**src/rtl/gates_bist_pkg.sv**
```systemverilog
// Shared types and golden model for the two-input gate block self-test.
package gates_bist_pkg;

  typedef enum logic [1:0] {
    ST_IDLE,
    ST_SETTLE,
    ST_SAMPLE,
    ST_DONE
  } state_t;

  localparam int GATE_AND  = 0;
  localparam int GATE_OR   = 1;
  localparam int GATE_XOR  = 2;
  localparam int GATE_XNOR = 3;

  // Golden response of the gate block to stimulus {A,B} = vec.
  function automatic logic [3:0] gate_expected(input logic [1:0] vec);
    logic a;
    logic b;
    logic [3:0] r;
    a = vec[1];
    b = vec[0];
    r[GATE_AND]  = a & b;
    r[GATE_OR]   = a | b;
    r[GATE_XOR]  = a ^ b;
    r[GATE_XNOR] = ~(a ^ b);
    return r;
  endfunction

endpackage

```
**src/rtl/gates_bist.sv**
```systemverilog
// BIST sequencer: sweeps {A,B} through 00..11, compares the returned gate
// outputs with the golden model and reports sticky per-gate/per-vector faults.
module gates_bist
  import gates_bist_pkg::*;
#(
  parameter int SETTLE_CYCLES = 2
) (
  input  logic       clk,
  input  logic       rst_n,
  input  logic       start,
  input  logic       abort,
  output logic       A,
  output logic       B,
  input  logic       and_i,
  input  logic       or_i,
  input  logic       xor_i,
  input  logic       xnor_i,
  output logic       busy,
  output logic       done,
  output logic       pass,
  output logic [3:0] fail_mask,
  output logic [3:0] fail_vec
);

  localparam logic [3:0] SETTLE_LAST = 4'(SETTLE_CYCLES - 1);

  state_t     state;
  logic [1:0] vec;
  logic [3:0] cnt;
  logic [3:0] gate_resp;
  logic [3:0] mism;
  logic [3:0] mask_next;

  // NOTE: combinational helpers assign every output unconditionally, so no latch can be inferred.
  always_comb begin
    gate_resp = 4'b0000;
    gate_resp[GATE_AND]  = and_i;
    gate_resp[GATE_OR]   = or_i;
    gate_resp[GATE_XOR]  = xor_i;
    gate_resp[GATE_XNOR] = xnor_i;
    mism      = gate_resp ^ gate_expected(vec);
    mask_next = fail_mask | mism;
  end

  // NOTE: all state uses non-blocking assignments so every register sees pre-edge values.
  always_ff @(posedge clk or negedge rst_n) begin
    if (!rst_n) begin
      state     <= ST_IDLE;
      vec       <= 2'd0;
      cnt       <= 4'd0;
      A         <= 1'b0;
      B         <= 1'b0;
      busy      <= 1'b0;
      done      <= 1'b0;
      pass      <= 1'b0;
      fail_mask <= 4'd0;
      fail_vec  <= 4'd0;
    end else begin
      done <= 1'b0;
      case (state)
        ST_IDLE: begin
          if (start) begin
            pass      <= 1'b0;
            fail_mask <= 4'd0;
            fail_vec  <= 4'd0;
            vec       <= 2'd0;
            cnt       <= 4'd0;
            A         <= 1'b0;
            B         <= 1'b0;
            busy      <= 1'b1;
            state     <= ST_SETTLE;
          end
        end
        ST_SETTLE: begin
          if (abort) begin
            state <= ST_IDLE;
            busy  <= 1'b0;
            A     <= 1'b0;
            B     <= 1'b0;
          end else begin
            cnt <= cnt + 4'd1;
            if (cnt == SETTLE_LAST) state <= ST_SAMPLE;
          end
        end
        ST_SAMPLE: begin
          // An aborted sample is discarded; partial results from earlier vectors stay.
          if (abort) begin
            state <= ST_IDLE;
            busy  <= 1'b0;
            A     <= 1'b0;
            B     <= 1'b0;
          end else begin
            fail_mask <= mask_next;
            if (|mism) fail_vec[vec] <= 1'b1;
            if (vec == 2'd3) begin
              state <= ST_DONE;
              busy  <= 1'b0;
              done  <= 1'b1;
              pass  <= (mask_next == 4'd0);
              A     <= 1'b0;
              B     <= 1'b0;
            end else begin
              vec      <= vec + 2'd1;
              {A, B}   <= vec + 2'd1;
              cnt      <= 4'd0;
              state    <= ST_SETTLE;
            end
          end
        end
        ST_DONE: state <= ST_IDLE;
        default: state <= ST_IDLE;
      endcase
    end
  end

endmodule

```
**config.mk**
```make
export PLATFORM = sky130hd
export DESIGN_NAME = gates_bist
export DESIGN_NICKNAME = d
export VERILOG_FILES = /design/src/rtl/gates_bist_pkg.sv /design/src/rtl/gates_bist.sv
export SDC_FILE = /design/constraint.sdc
export NUM_CORES = 1
export LEC_CHECK = 0
export ABC_AREA = 0
export BUFFER_PORTS_ARGS = -buffer_cell sky130_fd_sc_hd__buf_2
export CORE_ASPECT_RATIO = 0.75
export CORE_UTILIZATION = 42
export CTS_BUF_LIST = sky130_fd_sc_hd__clkbuf_16
export DETAILED_ROUTE_END_ITERATION = 12
export PLACE_DENSITY = 0.75
export SLEW_MARGIN = 20
export SYNTH_ARGS = -nofsm -noshare
export SYNTH_HDL_FRONTEND = slang
export SYNTH_SLANG_ARGS = --single-unit
export TNS_END_PERCENT = 20
```
**constraint.sdc**
```tcl
create_clock -name clk -period 2 [get_ports clk]
set_clock_uncertainty 0.15 [all_clocks]
set_input_delay 0.2 -clock clk [delete_from_list [all_inputs] [get_ports clk]]
set_output_delay 0.2 -clock clk [all_outputs]
set_load 0.01 [all_outputs]
```
=== Word level (Yosys, flattened, before mapping) ===
Cells that the tools add are included.
W data, S select, Z words.

* Flip-flop bits (word level): 21
* Bits of input ports: 8
* Output and inout port bits: 13
* Logic and storage cells: 89

* Add/sub/neg operators: 2
* Magnitude comparators: 2
* Eq/ne operators: 14
* Mux-type cells: 40
* Bitwise operators: 7
* Reduce and logical (&&, ||, !) cells: 14

{| class="wikitable"
|+ Operators by type and width
! operator !! count
|-
| $mux W4 || 7
|-
| $mux W2 || 8
|-
| $pmux W4 S2 || 2
|-
| $reduce_and A4 Y1 || 4
|-
| $mux W1 || 15
|-
| $ne A2 B2 Y1 const B || 7
|-
| $pmux W4 S3 || 1
|-
| $pmux W1 S3 || 3
|-
| $or A4 B4 Y4 || 2
|-
| $pmux W2 S4 || 1
|-
| $eq A2 B2 Y1 const B || 3
|-
| $ne A3 B3 Y1 const B || 2
|-
| $reduce_and A3 Y1 || 2
|-
| $reduce_and A5 Y1 || 1
|-
| $add A4 B1 Y4 const B || 1
|-
| $eq A4 B1 Y1 const B || 1
|-
| $logic_not A4 Y1 || 1
|-
| $pmux W2 S2 || 1
|-
| $reduce_or A4 Y1 || 1
|-
| $xor A4 B4 Y4 || 1
|-
| $lt A2 B3 Y1 const B || 1
|-
| $reduce_bool A3 Y1 || 1
|-
| $add A2 B1 Y2 const B || 1
|-
| $demux W1 S2 || 1
|-
| 11 further kinds || 11
|}

=== Depth between registers and ports, before layout ===
Gate-level depths: netlist of run 1.

* Depth after elaboration: 8
* Mapped depth: 6
* Gate-level depth less buffers: 5

=== Worst setup path before layout of run 1 ===
OpenSTA, ideal clock, no wires.

* Kind: reg2reg
* From: register vec[0]
* To: register fail_vec[0]
* Library setup time: 138 ps
* Arrival time: 1750 ps
* Required time: 1712 ps
* Path slack: -38 ps
* Stages on the path, launching flop included: 6
* Buffers on the path: 0
* Period minus slack after synthesis: 2038 ps
* Cells stage by stage: dfrtp_1 inv_1 ha_1 or3b_1 a2111oi_2 o21ai_0

* Cells in the longest elaborated chain, start to end: 8
* Elaborated cells between the ends (all ways): 17
* Classes of those cells: order compare: 2; eq/ne: 1; mux: 5; bitwise: 6; reduce/logical: 3

{| class="wikitable"
|+ Ends and longest elaborated chain
! what !! line !! text
|-
| start, declared || gates_bist.sv:28 || <nowiki>logic [1:0] vec;</nowiki>
|-
| start signal, assigned || gates_bist.sv:103 || <nowiki>vec <= vec + 2'd1;</nowiki>
|-
| $lt A2 B3 Y1 (implied by the code) / $ge A2 B1 Y1 (equally long branches) || gates_bist.sv:94 || <nowiki>if (|mism) fail_vec[vec] <= 1'b1;</nowiki>
|-
| $logic_and A1 B1 Y1 (implied by the code) || gates_bist.sv:94 ||
|-
| $mux W1 (implied by the code) || gates_bist.sv:94 ||
|-
| $demux W1 S2 || gates_bist.sv:94 ||
|-
| $or A4 B4 Y4 (no line) || n/a ||
|-
| $mux W4 || gates_bist.sv:94 ||
|-
| $mux W4 || gates_bist.sv:87 || <nowiki>if (abort) begin</nowiki>
|-
| $pmux W4 S2 || gates_bist.sv:60 || <nowiki>case (state)</nowiki>
|-
| end signal, assigned || gates_bist.sv:57 || <nowiki>fail_vec <= 4'd0;</nowiki>
|-
| end signal, assigned || gates_bist.sv:65 || <nowiki>fail_vec <= 4'd0;</nowiki>
|-
| end signal, assigned by index || gates_bist.sv:94 ||
|-
| end, declared || gates_bist.sv:22 || <nowiki>output logic [3:0] fail_vec</nowiki>
|}

Several ways; a longest one is shown, not always the timed one. The select of a mux whose other input is x is not followed.
A chain may end at the register's enable or synchronous reset.

=== Worst setup path in the final report of run 1 ===
* From: register state[0]
* To: register cnt[3]

* Cells in the longest elaborated chain, start to end: 3
* Elaborated cells between the ends (all ways): 10
* Classes of those cells: eq/ne: 6; mux: 1; reduce/logical: 3

{| class="wikitable"
|+ Ends and longest elaborated chain
! what !! line !! text
|-
| start, declared || gates_bist.sv:27 || <nowiki>state_t state;</nowiki>
|-
| start signal, assigned || gates_bist.sv:48 || <nowiki>state <= ST_IDLE;</nowiki>
|-
| start signal, assigned || gates_bist.sv:71 || <nowiki>state <= ST_SETTLE;</nowiki>
|-
| start signal, assigned || gates_bist.sv:76 || <nowiki>state <= ST_IDLE;</nowiki>
|-
| $eq A2 B2 Y1, or another cell as far along || gates_bist.sv:60 ||
|-
| $ne A2 B2 Y1 (no line) / $reduce_bool A3 Y1 (equally long branches) || n/a ||
|-
| $reduce_and A5 Y1 (no line) || n/a ||
|-
| end signal, assigned || gates_bist.sv:81 || <nowiki>cnt <= cnt + 4'd1;</nowiki>
|-
| end, declared || gates_bist.sv:29 || <nowiki>logic [3:0] cnt;</nowiki>
|}

Several ways; a longest one is shown, not always the timed one.

==> out/metrics.csv, run 1 <==
metric;value;unit
status;complete, no violations;
CP max FO;5;
Setup crit end kind;register;
top post-synthesis cells by area;dfrtp_1 42%, ha_1 9.9%, mux2_2 3.6%, inv_1 3.0%, nand3b_1 3.0%;
f_max;513.5;MHz
Layout area overhead;22.77;%
clock root buffer;clkbuf_16;
critical path arrival;1.95;ns
cells on worst reg2reg path;5;
CTS Sinks;21;
DR vias/cell;5.487;
Die Footprint;3235;um^2
Final Instance Area;1551;um^2
Port Buf Inserts;20;
first-pass GRT wire length;4.698;mm
MaxCap Viol Count;0;
effective utilization at floorplan;46.42;%
Netlist cell types;41;
leakage;0.0007401;uW
Ports;21;
TritonCTS clock tree;yes;
Synth Area in Simple Gates;20.89;%
WHS Endpoint;state[1];
width of the chip;65.34;um
adder-cell share of the synthesized area;9.901;%
Ys Warns;0;
min cycle time layout;1.947;ns
number of global-route vias before repair;1047;
Placed Cells;182;
Hold Path Origin;abort;
RSZ-0062 raised after global routing;true;
largest family of logic cells by synthesized area;simple AND/OR/NAND/NOR gates;
Setup-failing EPs final;0;
post-CTS setup buffer count;0;
Synth Area in XOR/XNOR;2.772;%
Synth area leader;dfrtp_1;
DP Area;1443;um^2
TritonCTS Buffers;3;
Slew Limit Headroom;68.72;%
drt first pass iters;4;
worst skew pair latency;0.25;ns
DRT iter0 DRCs;56;
die span in y;49.51;um
Avg Cell Area, Syn;10.27;um^2
Post-synth EDFFs;0;
Hold WS;0.2256;ns
H-tree depth;1;
DP HPWL;2.101;mm
routability congestion estimate;0.9072;
final slew viol count;0;
R2R Path Start;state[0];
Post-Synthesis Cells;123;
via count;1026;
peak supply drop;635.6;uV
Mapped Area;1264;um^2
Least-Margin Pin Slew;0.4659;ns
post-synth top area share;41.58;%
Post-synth top flop;dfrtp_1;
reg-to-reg endpoint;cnt[3];
Min-Delay Path Class;in2reg;
Avg WL per Cell;14.69;um
Final ANT Viol Nets;0;
sequential-to-total area share from yosys stat;41.58;%
Inserted Diodes;0;
antenna violations before repair;0;
GRT Residual Overflow;0;
Worst Path Required;2.01;ns
#FFs+latches synth;21;
share of cells above drive strength 1;27.15;%
R2R Setup Slk;0.05;ns
Mapped Nets;141;
Cell Pwr Density;1366;nW/um^2
critical path startpoint category;register;
most frequent cell after synthesis;dfrtp_1;
most frequent cells after synthesis;21 x dfrtp_1, 10 x ha_1, 10 x inv_1;
Hold Vio Cnt, Final;0;
hold path depth;3;
final wirelength;2.747;mm
total global-route track usage;19.40;%
Layout Nets;170;
# rows;16;
Core Region;2723;um^2
pin count of the biggest net entering global routing;22;
CP Class;reg2reg;
Worst-path clk slew;0.06;ns
post-synthesis compound-gate area fraction;14.26;%
Clock Tree Buf Depth;2;
Tcrit/Tclk final;97.37;%
multiplexer area fraction after synthesis;5.149;%
ys async rst share;100.0;%
detailed-route DRC error count;0;
Layout Cells excl Fill;187;
==> repair_timing <==
item / CTS / global route
setup endpoints to repair: 3 / 5
hold buffers: 1 / 0
pin swaps: 0 / 1
gates resized for setup: 2 / 3
endpoints found under the hold margin: 21 / 0
==> how the worst max path moves through the flow <==
| stage | from | to | slack (ns) | cells past startpoint |
|---|---|---|---|---|
| global route | state[0] | cnt[3] | -0.03 | 5 |
| finish | state[0] | cnt[3] | 0.05 | 5 |
| CTS | state[0] | cnt[3] | 0.02 | 5 |
| global placement | vec[0] | fail_vec[2] | 0.05 | 5 |
| floorplan | vec[0] | fail_vec[0] | 0.05 | 5 |
| detailed placement | vec[0] | fail_vec[0] | -0.05 | 5 |
==> metrics by stage <==
| stage | util, % | setup TNS (ns) | total power, uW | worst slack [ns] |
|---|---|---|---|---|
| after floorplan | - | 0 | 1382 | 0.04916 |
| after global placement | 52.99 | 0 | 1630 | 0.05360 |
| after detailed placement | 52.99 | -0.05749 | 1679 | -0.04501 |
| after CTS | 56.71 | 0 | 2117 | 0.02113 |
| after global routing | 56.99 | -0.03831 | 2268 | -0.02904 |
| final | 56.99 | 0 | 2119 | 0.05253 |
==> power breakdown <==
| group | leakage, uW | switching (uW) | internal, uW |
|---|---|---|---|
| Combinational | 0.000420 | 580 | 478 |
| Clock | 0.0000423 | 148 | 266 |
| Sequential | 0.000278 | 95.4 | 552 |
| Total | 0.000740 | 823 | 1300 |
==> kinds of logic (layout without fill, tap and decap cells) <==
logic type                 Yosys count  count (layout)
and+or+nand+nor                     44              44
AOI/OAI and AO/OA                   24              24
DFF                                 21              21
muxes                                6               6
xor gates and xnor gates             4               4
buffers and inverters               14              42
adders and majority gates           10              10
==> routing by layer <==
| metal | track usage (%) | up-vias | share of wire [%] |
|---|---|---|---|
| met5 | 0 | - | 0 |
| met4 | 6.159 | 0 | 1.3 |
| met3 | 5.093 | 4 | 4.2 |
| met2 | 29.04 | 31 | 46 |
| met1 | 27.26 | 492 | 48 |
| li1 | - | 499 | - |
==> cell usage in the layout (no fill, tap or decap), drive strengths merged, types with 2 or more instances in the layout <==
master | netlist | layout
a22o | 2 | 2
nand3 | 2 | 2
xnor2 | 2 | 2
nor4 | 2 | 2
mux2i | 2 | 2
buf | 3 | 27
a32o | 2 | 2
o41ai | 3 | 3
nand4 | 3 | 3
nor2b | 4 | 4
o21ai | 4 | 4
ha | 10 | 10
or4 | 2 | 2
nand2b | 3 | 3
or3b | 2 | 2
xor2 | 2 | 2
inv | 10 | 11
mux2 | 4 | 4
a21oi | 2 | 2
nor2 | 9 | 9
nand3b | 5 | 5
a31oi | 4 | 4
clkbuf | 1 | 3
nand2 | 6 | 6
nor3 | 3 | 3
dfrtp | 21 | 21
==> cell type report <==
| cell class | instances | area [um^2] |
|---|---|---|
| Inverter | 10 | 37.54 |
| Clock buffer | 3 | 75.07 |
| Timing Repair Buffer | 28 | 162.7 |
| Sequential cell | 21 | 525.5 |
| Fill cell | 247 | 1171 |
| Multi-Input combinational cell | 88 | 701.9 |
| Tap cell | 36 | 45.04 |
| Clock inverter | 1 | 3.754 |
==> worst max-delay path: stages (launching register included) <==
cell and delay [ns]:
dfrtp_1 0.38, inv_1 0.10, ha_1 0.24, and2_1 0.22
or4_4 0.51, o311ai_2 0.25
==> sequential cells by signal (all words and copies together) (netlist names) <==
| signal | count |
|---|---|
| cnt | 4 |
| fail_mask | 4 |
| fail_vec | 4 |
| state | 2 |
| vec | 2 |
| A | 1 |
| B | 1 |
| busy | 1 |
| done | 1 |
| pass | 1 |
Power figures use the tool's default switching activity.
==> inputs of run 2 (changes only) <==
- CELL_PAD_IN_SITES_DETAIL_PLACEMENT: unset -> 2
- CELL_PAD_IN_SITES_GLOBAL_PLACEMENT: unset -> 2
- CORE_UTILIZATION: 42 -> 31
- PLACE_DENSITY: 0.75 -> 0.83
==> run 2 against run 1 <==
Via count increased by 3.5%. Global-route usage up 2.0 points. Critical path depth stayed put. Maximum frequency rose by 0.15%. Critical path type unchanged. Wire length increased by 43%. Sequential power barely moved. Combinational power grew 10%. Non-clock buffer count grew 2. Worst setup slack better by 0.0028 ns. Count of clock-buffer cells in the layout stayed put.
==> out/metrics.csv, run 2 (synthesized netlist as in run 1, its figures left out) <==
metric;value;unit;change
status;complete, no violations;;unchanged
DR vias/cell;5.180;;was 5.487
commonest non-fill, non-tap cell in the layout;dfrtp_1;;unchanged
highest-count cells in the layout ignoring fill and taps;21 x dfrtp_1, 20 x buf_2, 11 x inv_1;;unchanged
RSZ-0062 raised after global routing;true;;unchanged
Hold Path Origin;and_i;;was abort
Inserted Diodes;0;;unchanged
H-tree depth;1;;unchanged
Avg WL per Cell;19.10;um;was 14.69 um
number of global-route vias before repair;1179;;was 1,047
Final ANT Viol Nets;0;;unchanged
pin count of the biggest net entering global routing;22;;unchanged
met3 wire length;88;um;was 116 um
Clock Tree Buf Depth;2;;unchanged
Worst Path Required;2.00;ns;was 2.01 ns
Die Footprint;4339;um^2;was 3235 um^2
top layer in use;met4;;unchanged
Met1 Wirelength;1.871;mm;was 1.323 mm
Layout Nets;172;;was 170
DP HPWL;2.858;mm;was 2.101 mm
first-pass GRT wire length;6.603;mm;was 4.698 mm
drt first pass iters;4;;unchanged
final wirelength;3.916;mm;was 2.747 mm
CP Class;reg2reg;;unchanged
Port Buf Inserts;20;;unchanged
Hold Vio Cnt, Final;0;;unchanged
routability congestion estimate;0.8377;;was 0.9072
Setup crit end kind;register;;unchanged
TritonCTS clock tree;yes;;unchanged
Reg area;525.5;um^2;unchanged
setup TNS;0;ns;unchanged
Tcrit/Tclk final;97.23;%;was 97.37%
min cycle time layout;1.945;ns;was 1.947 ns
critical path startpoint category;register;;unchanged
Layout area overhead;27.43;%;was 22.77%
width of the chip;75.73;um;was 65.34 um
total global-route track usage;21.35;%;was 19.40%
CP max FO;5;;unchanged
Setup-failing EPs final;0;;unchanged
leakage;0.0007623;uW;was 0.0007401 uW
post-layout util;42.60;%;was 56.99%
clock root buffer;clkbuf_16;;unchanged
f_max;514.2;MHz;was 513.5 MHz
final slew viol count;0;;unchanged
FILL cells;411;;was 247
die span in y;57.30;um;was 49.51 um
peak supply drop;607.9;uV;was 635.6 uV
CTS Sinks;21;;unchanged
antenna violations before repair;0;;unchanged
Min-Delay Path Class;in2reg;;unchanged
reg-to-reg endpoint;cnt[3];;unchanged
# rows;19;;was 16
post-CTS setup buffer count;0;;unchanged
R2R Path Start;vec[0];;was state[0]
via count;1062;;was 1,026
Cell Pwr Density;1390;nW/um^2;was 1366 nW/um^2
MaxCap Viol Count;0;;unchanged
TritonCTS Buffers;3;;unchanged
worst skew pair latency;0.25;ns;about the same
detailed-route DRC error count;0;;unchanged
DRT iter0 DRCs;34;;was 56
Slew Limit Headroom;67.02;%;was 68.72%
Core Region;3780;um^2;was 2723 um^2
biggest registers after layout;cnt: 4 flops, fail_mask: 4 flops, fail_vec: 4 flops;;unchanged
share of cells above drive strength 1;30.72;%;was 27.15%
GRT Residual Overflow;0;;unchanged
R2R Setup Slk;0.06;ns;was 0.05 ns
critical path arrival;1.95;ns;about the same
Worst-path clk slew;0.06;ns;about the same
WHS Endpoint;fail_mask[0];;was state[1]
routed wl met2;1.903;mm;was 1.272 mm
area occupied by multi-input gates;725.7;um^2;was 701.9 um^2
Least-Margin Pin Slew;0.4947;ns;was 0.4659 ns
hold path depth;4;;was 3
effective utilization at floorplan;33.43;%;was 46.42%
Ports;21;;unchanged
cells on worst reg2reg path;5;;unchanged
[run 2: worst max-delay path by stage]
stage,start,end,depth (start not counted)
after floorplan,vec[0],fail_vec[0],5
after CTS,vec[1],fail_vec[2],5
after detailed placement,vec[1],fail_vec[2],5
after global routing,state[0],cnt[2],6
final,vec[0],cnt[3],5
after global placement,vec[0],fail_vec[2],5
[run 2: area by class of cell]
cell class | instances | share of cell area, %
clock buffers | 3 | 4.662
multi-input cells | 88 | 45.07
clock inverters | 1 | 0.2331
inverters | 10 | 2.331
repair buffers | 30 | 11.03
flip-flops and latches | 21 | 32.63
well taps | 52 | 4.040
[run 2: metal layers]
layer,global-route usage [%],vias up
li1,-,503
met1,30.07,539
met2,33.80,16
met3,4.417,4
met4,4.762,0
met5,0,-
[run 2: per-stage QoR]
stage                     power (uW)  instances  hold slack [ns]  worst slack, ns  area (um^2)
after detailed placement        1753        200          0.04986         -0.05170         1478
after floorplan                 1382        123          -0.2456          0.04916         1276
final                           2238        205           0.2349          0.05538         1610
after global routing            2407        205           0.2533         -0.03561         1610
after CTS                       2237        205           0.2255         0.006417         1592
after global placement          1661        200          0.04124          0.04835         1478
[run 2: power breakdown]
part / switching, uW / internal [uW] / total [uW] / leakage, uW
Clock: 153 / 266 / 419 / 0.0000423
Combinational: 666 / 504 / 1170 / 0.000442
Sequential: 96.3 / 552 / 648 / 0.000278
[run 2: what timing repair did]
item,4_1_cts,5_1_grt
hold buffers,1,0
pin swaps,1,0
endpoints found under the setup margin,4,10
gates resized for setup,3,5
endpoints found under the hold margin,21,0
[run 2: critical path: stages, from the launching register on]
cell and delay (ns):
dfrtp_1 0.38, buf_4 0.16, ha_1 0.22, and2_1 0.18, or4_4 0.49, o311ai_2 0.26
